===== src/rtl/cordic_pkg.sv =====
// Shared constants for the iterative CORDIC sequencer.
// Values are Q2.(N-2); tables are held at N=16 and rescaled.
package cordic_pkg;

    localparam logic [2:0] S_IDLE = 3'd0;
    localparam logic [2:0] S_PX   = 3'd1;
    localparam logic [2:0] S_PY   = 3'd2;
    localparam logic [2:0] S_PZ   = 3'd3;
    localparam logic [2:0] S_PW   = 3'd4;

    localparam int unsigned K_Q14 = 9949;

    localparam int unsigned ATAN_Q14 [14] = '{
        12868, 7596, 4014, 2037, 1023, 512, 256,
        128, 64, 32, 16, 8, 4, 2
    };

    function automatic int unsigned rescale(
        input int unsigned v,
        input int          n
    );
        if (n >= 16)
            return v << (n - 16);
        return (v + (1 << (15 - n))) >> (16 - n);
    endfunction

    function automatic int unsigned k_const(input int n);
        return rescale(K_Q14, n);
    endfunction

    // Past i=13, atan(2^-i) equals 2^-i well below one LSB.
    function automatic int unsigned atan_const(
        input int i,
        input int n
    );
        if (i < 14)
            return rescale(ATAN_Q14[i], n);
        return 1 << (n - 2 - i);
    endfunction

endpackage


===== src/rtl/cordic_atan_rom.sv =====
// Combinational arctangent lookup, i -> round(atan(2^-i)).
// Only indices 0..N-3 are meaningful; others read 0.
module cordic_atan_rom
    import cordic_pkg::*;
#(
    parameter int N  = 16,
    parameter int IW = 4
) (
    input  logic [IW-1:0] i,
    output logic [N-1:0]  atan
);

    always_comb begin
        atan = '0;
        for (int k = 0; k < N - 2; k++) begin
            if (int'(i) == k)
                atan = N'(atan_const(k, N));
        end
    end

endmodule


===== src/rtl/cordic_seq_ctrl.sv =====
// Rotation-mode CORDIC sequencer sharing one external add_sub.
// Each iteration issues X, Y, Z updates then commits in P_W.
module cordic_seq_ctrl
    import cordic_pkg::*;
#(
    parameter int N    = 16,
    parameter int ITER = 14
) (
    input  logic         clk,
    input  logic         rst_n,
    input  logic         start,
    input  logic [N-1:0] angle_in,
    output logic         busy,
    output logic         done,
    output logic [N-1:0] cos_out,
    output logic [N-1:0] sin_out,
    output logic [N-1:0] as_x,
    output logic [N-1:0] as_y,
    output logic         as_a_s,
    input  logic [N-1:0] as_result
);

    localparam int IW = (ITER > 1) ? $clog2(ITER) : 1;
    localparam logic [IW-1:0] LAST = IW'(ITER - 1);
    localparam logic [N-1:0]  K_VAL = N'(k_const(N));

    logic [2:0]          state;
    logic [IW-1:0]       i;
    logic signed [N-1:0] x;
    logic signed [N-1:0] y;
    logic [N-1:0]        z;
    logic [N-1:0]        xn;
    logic [N-1:0]        yn;
    logic [N-1:0]        atan;
    logic                d_pos;
    logic                last;
    logic                accept;

    cordic_atan_rom #(
        .N  (N),
        .IW (IW)
    ) u_rom (
        .i    (i),
        .atan (atan)
    );

    assign d_pos = ~z[N-1];
    assign last  = (state == S_PW) && (i == LAST);

    // The final commit edge may reload, so held start runs back-to-back.
    assign accept = start && ((state == S_IDLE) || last);

    always_comb begin
        as_x   = '0;
        as_y   = '0;
        as_a_s = 1'b0;
        unique case (state)
            S_PX: begin
                as_x   = x;
                as_y   = x_shift_src(y);
                as_a_s = d_pos;
            end
            S_PY: begin
                as_x   = y;
                as_y   = x_shift_src(x);
                as_a_s = ~d_pos;
            end
            S_PZ: begin
                as_x   = z;
                as_y   = atan;
                as_a_s = d_pos;
            end
            default: ;
        endcase
    end

    function automatic logic [N-1:0] x_shift_src(
        input logic signed [N-1:0] v
    );
        return v >>> i;
    endfunction

    always_ff @(posedge clk or negedge rst_n) begin
        if (!rst_n) begin
            state   <= S_IDLE;
            i       <= '0;
            x       <= '0;
            y       <= '0;
            z       <= '0;
            xn      <= '0;
            yn      <= '0;
            busy    <= 1'b0;
            done    <= 1'b0;
            cos_out <= '0;
            sin_out <= '0;
        end else begin
            done <= 1'b0;
            unique case (state)
                S_IDLE: ;
                S_PX: state <= S_PY;
                S_PY: begin
                    xn    <= as_result;
                    state <= S_PZ;
                end
                S_PZ: begin
                    yn    <= as_result;
                    state <= S_PW;
                end
                S_PW: begin
                    z <= as_result;
                    x <= xn;
                    y <= yn;
                    if (i == LAST) begin
                        cos_out <= xn;
                        sin_out <= yn;
                        done    <= 1'b1;
                        busy    <= 1'b0;
                        state   <= S_IDLE;
                    end else begin
                        i     <= i + IW'(1);
                        state <= S_PX;
                    end
                end
                default: state <= S_IDLE;
            endcase
            if (accept) begin
                x     <= K_VAL;
                y     <= '0;
                z     <= angle_in;
                i     <= '0;
                busy  <= 1'b1;
                state <= S_PX;
            end
        end
    end

endmodule

===== config.mk =====
export PLATFORM = sky130hd
export DESIGN_NAME = cordic_seq_ctrl
export DESIGN_NICKNAME = d
export VERILOG_FILES = /design/src/rtl/cordic_pkg.sv /design/src/rtl/cordic_atan_rom.sv /design/src/rtl/cordic_seq_ctrl.sv
export SDC_FILE = /design/constraint.sdc
export NUM_CORES = 1
export LEC_CHECK = 0
export CAP_MARGIN = 10
export CORE_ASPECT_RATIO = 1.25
export CORE_MARGIN = 2
export CORE_UTILIZATION = 50
export CTS_BUF_LIST = sky130_fd_sc_hd__clkbuf_4 sky130_fd_sc_hd__clkbuf_8
export DETAILED_ROUTE_END_ITERATION = 8
export GPL_TIMING_DRIVEN = 0
export PLACE_DENSITY = 0.79
export SYNTH_ARGS = -nofsm -noshare
export SYNTH_HDL_FRONTEND = slang
export SYNTH_SLANG_ARGS = --single-unit

===== constraint.sdc =====
create_clock -name clk -period 6.2 [get_ports clk]
set_input_delay 0.62 -clock clk [delete_from_list [all_inputs] [get_ports clk]]
set_output_delay 0.62 -clock clk [all_outputs]
set_load 0.02 [all_outputs]

-- Word-level counts from Yosys, hierarchy flattened
Index checks and enable logic that the tools add are counted.
- input port bits: 35
- word-level logic and storage cells: 90
- bits in registers: 121
- output and inout port bits: 67
- equality and inequality tests: 20
- add/sub/neg operators: 1
- reductions and logical operators: 11
- mux-type cells: 44
- bitwise gates (word level): 1
- shifts and indexed selects: 2
- operator list (kind ; count):
    two-way mux 16 bit ; 20
    case mux 16 bit (3 select lines) ; 2
    == test 4 bit (second input constant) ; 9
    >>> shifter 16 x 4 -> 16 bit ; 2
    == test 4 x 3 -> 1 bit (second input constant) ; 4
    two-way mux 15 bit ; 1
    case mux 3 bit (5 select lines) ; 1
    two-way mux 14 bit ; 1
    two-way mux 13 bit ; 1
    two-way mux 12 bit ; 1
    two-way mux 4 bit ; 3
    two-way mux 1 bit ; 11
    two-way mux 11 bit ; 1
    == test 3 x 2 -> 1 bit (second input constant) ; 2
    AND reduction 2 bit ; 3
    adder 4 x 1 -> 4 bit (second input constant) ; 1
    == test 4 x 2 -> 1 bit (second input constant) ; 1
    zero test 4 bit ; 1
    != test 2 bit (second input constant) ; 2
    nonzero test 2 bit ; 2
    == test 3 x 1 -> 1 bit (second input constant) ; 1
    == test 3 bit (second input constant) ; 1
    zero test 3 bit ; 1
    two-way mux 3 bit ; 1
    other kinds (5) ; 6

-- Depth between registers and ports, before layout
- depth after elaboration: 18
- depth in mapped cells: 10
- depth with buffers taken out: 7

-- Cells and area by module
A second synthesis with hierarchy kept.
- cell total of the unflattened synthesis: 628
- area, all modules: 6531.3 µm²
- modules (own cells, without submodules) (module ; area each (µm²) ; cells an instance ; instances ; sequential area each (µm²)):
    cordic_seq_ctrl ; 6256.0 ; 588 ; 1 ; 3027.9
    cordic_atan_rom ; 275.3 ; 40 ; 1 ; 0.0

-- Worst setup path after synthesis
No wires, ideal clock.
- kind: reg2out
- start point: register state[2]
- end point: output as_y[13]
- arrival: 2.443 ns
- buffers on the path: 3
- required time: 5.580 ns
- stages on the path, launching flop included: 9
- slack: 3.137 ns
- cell sequence: dfrtp_1 -> buf_2 -> nor3b_2 -> buf_4 -> buf_2 -> mux2_2 -> mux2_2 -> o21ai_0 -> o21ai_0
- cells in the longest elaborated chain, start to end: 2
- elaborated cells on any way between the ends: 4
- those cells by class: 3 x eq/ne; 1 x mux
- RTL lines (what ; line ; text):
    start: declaration ; cordic_seq_ctrl.sv:27 ; logic [2:0] state;
    start signal: assignment ; cordic_seq_ctrl.sv:85 ; state <= S_IDLE;
    start signal: assignment ; cordic_seq_ctrl.sv:100 ; S_PX: state <= S_PY;
    start signal: assignment ; cordic_seq_ctrl.sv:103 ; state <= S_PZ;
    == test 3 x 2 -> 1 bit / == test 3 x 1 -> 1 bit (equally long branches) ; cordic_seq_ctrl.sv:57 ; unique case (state)
    case mux 16 bit (3 select lines) (*) ; cordic_seq_ctrl.sv:57 ;
    end: declaration ; cordic_seq_ctrl.sv:18 ; output logic [N-1:0] as_y,
Mark *: on every way between the ends. The rest lies on a longest branch, timed or not.

-- Worst setup path after layout
- start point: register i[1]
- end point: output as_y[1]
- cells in the longest elaborated chain, start to end: 16
- elaborated cells on any way between the ends: 31
- those cells by class: 13 x eq/ne; 2 x shift; 15 x mux; 1 x reduce/logical
- RTL lines (what ; line ; text):
    start: declaration ; cordic_seq_ctrl.sv:28 ; logic [IW-1:0] i;
    start signal: assignment ; cordic_seq_ctrl.sv:120 ; i <= i + IW'(1);
    zero test 4 bit ; cordic_atan_rom.sv:16 ; if (int'(i) == k)
    two-way mux 16 bit (14 in a row) ; cordic_atan_rom.sv:16 ;
    case mux 16 bit (3 select lines) (*) ; cordic_seq_ctrl.sv:57 ;
Marked as above.

==> summary by stage <==
Outcome
The run finished with clean final reports.

STA
The final worst slack is 1.74 ns. The final-report max-slew violation count came to 0. After routing, the total negative slack on setup checks comes to 0 ns. The worst-margin pin slew is 0.830 ns. Setup repair after global routing left no endpoint under its margin.

The max-slew headroom at the worst pin is 44.7%. The fraction of the cycle the final worst path needs is 72.0%. The final-report hold violation count came to 0.

The worst-case clock skew is ~0.019 ns. The highest clock rate is 0.224 GHz. The shortest clock period the worst path allows after layout is approximately 4.5 ns. The final setup violation count is 0.

Clocking
The H-tree was split into 4 levels. The total of cells resized after clock tree synthesis is 0. CTS placed an instance of clkbuf_8 at the clock tree root. The clock drives 121 sinks. In this run the post-CTS setup repair buffer count came out at 0. The register clock-pin slew on the reported worst setup and hold paths is 0.09 ns. TritonCTS created 17 clock buffers. The deepest clock path buffer count is 2. Buffers inserted to repair hold after CTS numbered 0. TritonCTS built the clock tree.

For the worst-skew pair, the clock arrives at the later sink with an insertion delay of 0.45 ns.

Critical path
The type of element capturing the critical path is a primary output. STA classifies the critical path startpoint as a register. The data required time at the worst endpoint is 5.58 ns. The type of the worst setup path is register to primary output.

Along the worst path, the maximum fanout reaches 11. The depth of the most critical reg-to-reg path is 8. STA puts the critical path data arrival time at ~3.8 ns.

Pwr
The share of total power dissipated in sequential elements is 48.7%. In this run the power spent charging and discharging nets is 0.450 mW. The switching portion of total power is 25.9%. Summed over all cells, the static leakage comes to 3.71 nW. In this run, the clock network consumes between 40% and 50% of the power. The cell area power density is between 200 and 250 nW/µm². After layout, the design draws a total of 1.74 mW. The internal cell power is 1.29 mW. The logic gate share of total power is 8.8%.

IR analysis of the VDD net gives a maximum drop of between 0.15 and 0.2 mV.

Floorplanning
The die is 132 µm tall. The die extent in x is 106 µm. The core outline area is 12700 µm². For this design the top-level I/O count stands at 102. The initial utilization of the core area, before any placement, comes to 51.2%.

The floorplan step defined a die boundary enclosing 14000 µm². The number of cell rows is 46.

Logic synthesis
In the post-synthesis netlist, the cell with the most instances is nand2_1. The area share of the largest cell type after synthesis is 46.5%. Counting flops and latches in the post-synthesis netlist gives 121. Yosys attributes the largest share of cell area to dfrtp_1 (46%), nand2_1 (13%), mux2_2 (8.8%), mux4_2 (5.9%), nor2_1 (3.5%). Among all flip-flop cells after synthesis, the most frequent one is dfrtp_1. The number of distinct standard cells referenced by the synthesized netlist is 47. dfrtp_1 takes more of the synthesized area than any other cell. The number of synthesized flops with an enable pin is 0. The number of instances in the synthesized netlist is 710.

By count the netlist is led by nand2_1 (222), dfrtp_1 (121), nor2_1 (60), mux2_2 (51), clkbuf_1 (40). The total nets after synthesis is 749. In this run the cell area of the synthesized design comes to 6510 µm². The count of warnings emitted by yosys is 0.

The mean area per synthesized cell is 9.17 µm². The register area share after synthesis is 46.5%. The share of flip-flops with an asynchronous set or reset is 100%.

Cells and area
The synthesis-to-finish area growth is 25.6%. For this run, the share of the core covered by cells in the final layout is 64.3%. The number of antenna cells inserted is 0. Once layout is complete, the cells apart from fillers number 1012. The net count of the finished layout is 870. The share of final-layout standard cells stronger than drive strength 1 is a little over an eighth.

Flow run
Max-cap violations in this run came to 0.

Placement
The wire-length estimate of the detail-placed layout is 15900 µm. Routability-driven placement finished with a final weighted congestion of 0.927. The count of buffers added on input and output ports is 101. Before CTS, the worst setup slack after placement is approximately 2.2 ns. The number of cells in the design after placement is 980.

Detailed routing
The wire length reported by the detailed router is around 21000 µm. The number of routed nets with antenna violations is 0. The count of unresolved DRC violations after routing is 0. The average detailed-routed wire length per instance is 21.0 µm.

The routed via count is between 6000 and 7000. The post-detailed-route via-to-cell ratio is between 5 and 6. For this block, the initial DRC count from the detailed router was 520. For this run, the detailed router's first-pass iteration total came to 8.

Global routing
Global routing consumed, over all layers together, 31.3% of the routing resources. The largest net degree at the start of global routing is 98. The via count of the first global-routing pass is roughly 6200. The initial antenna violation count is 0. The first global-routing pass estimated 33400 µm of wire.

The remaining global-route overflow is 0.

Hold path
The class of the most critical hold timing path is input pin to async pin.
[worst max-delay path, stage by stage, from the launching register on]
cell,delay [ns]
dfrtp_1,0.41
buf_2,0.22
inv_1,0.14
clkbuf_1,0.49
ha_1,0.48
nor2_1,0.17
and3_1,0.24
o21ai_0,0.32
a21oi_1,0.11
a211o_1,0.25
clkdlybuf4s50_1,0.57
[layer usage]
| layer | vias to the layer above | GRT usage, % | routed length (µm) |
|---|---|---|---|
| met4 | 0 | 16.8 | 1050 |
| met2 | 325 | 54.4 | 11000 |
| met1 | 2967 | 35.9 | 7840 |
| met5 | - | 0 | 0 |
| met3 | 73 | 6.20 | 1300 |
| li1 | 2685 | - | - |
[path summary, 6_finish.rpt]
path,slack (ns),to,from
min in group clk,0.51,yn[4],yn[4]
setup reg to reg,2.19,sin_out[8],i[1]
max in group asynchronous,5.43,state[1],rst_n
hold / removal,0.02,z[4],rst_n
hold reg to reg,0.51,yn[4],yn[4]
setup / recovery,1.74,as_y[1],i[1]
[cells in the final DEF, fill, tap and decap left out, types with 7 or more instances in the layout]
| cell | n |
|---|---|
| nand2_1 | 222 |
| dfrtp_1 | 121 |
| clkdlybuf4s50_1 | 100 |
| nor2_1 | 60 |
| mux2_2 | 51 |
| clkbuf_1 | 40 |
| a21oi_1 | 33 |
| clkbuf_8 | 20 |
| a31oi_1 | 19 |
| mux2i_1 | 18 |
| a22oi_1 | 18 |
| mux4_2 | 17 |
| o21ai_0 | 15 |
| nand3_1 | 15 |
| nand2b_1 | 7 |
[through the flow]
| step | hold slack (ns) | instance area (µm²) |
|---|---|---|
| after floorplan | 0.324 | 6510 |
| after global placement | 0.488 | 7730 |
| after detailed placement | 0.492 | 7760 |
| after CTS | 0.0187 | 8180 |
| after global routing | 0.0201 | 8180 |
| final | 0.0226 | 8180 |
[registers in the layout, summed over array words and instances, names as in the netlist]
| register | flops |
|---|---|
| i | 4 |
| yn | 16 |
| busy | 1 |
| done | 1 |
| state | 3 |
| cos_out | 16 |
| x | 16 |
| y | 16 |
| xn | 16 |
| sin_out | 16 |
| z | 16 |
[power by group through the flow]
| stage | registers [mW] | logic [mW] | clock network, mW |
|---|---|---|---|
| 2_1_floorplan | 0.846 | 0.0731 | 0 |
| 3_3_place_gp | 0.857 | 0.148 | 0 |
| 3_5_place_dp | 0.858 | 0.153 | 0 |
| 4_1_cts | 0.843 | 0.154 | 0.743 |
| 5_1_grt | 0.847 | 0.166 | 0.775 |
| 6_report | 0.845 | 0.154 | 0.737 |
[kinds of logic (layout without fill, tap and decap cells)]
| logic type | count (synthesis) | in the layout | share of synthesized area [%] |
|---|---|---|---|
| AOI/OAI and AO/OA | 109 | 109 | 10.7 |
| buffers and inverters | 57 | 191 | 3.52 |
| and+or+nand+nor | 330 | 330 | 20.7 |
| xor gates and xnor gates | 3 | 3 | 0.404 |
| adders and majority gates | 4 | 4 | 0.769 |
| DFF | 121 | 121 | 46.5 |
| muxes | 86 | 86 | 17.5 |
[cell type report]
cell class                 count  area (µm²)
sequential                   121        3030
clock inverter                12         139
fill                        1063        4540
buffer                        51         206
timing repair buffer         102        1040
clock buffer                  20         275
tap                          168         210
multi-input combinational    532        3260
inverter                       6        22.5
No activity file was read; power rests on OpenSTA's default activity.
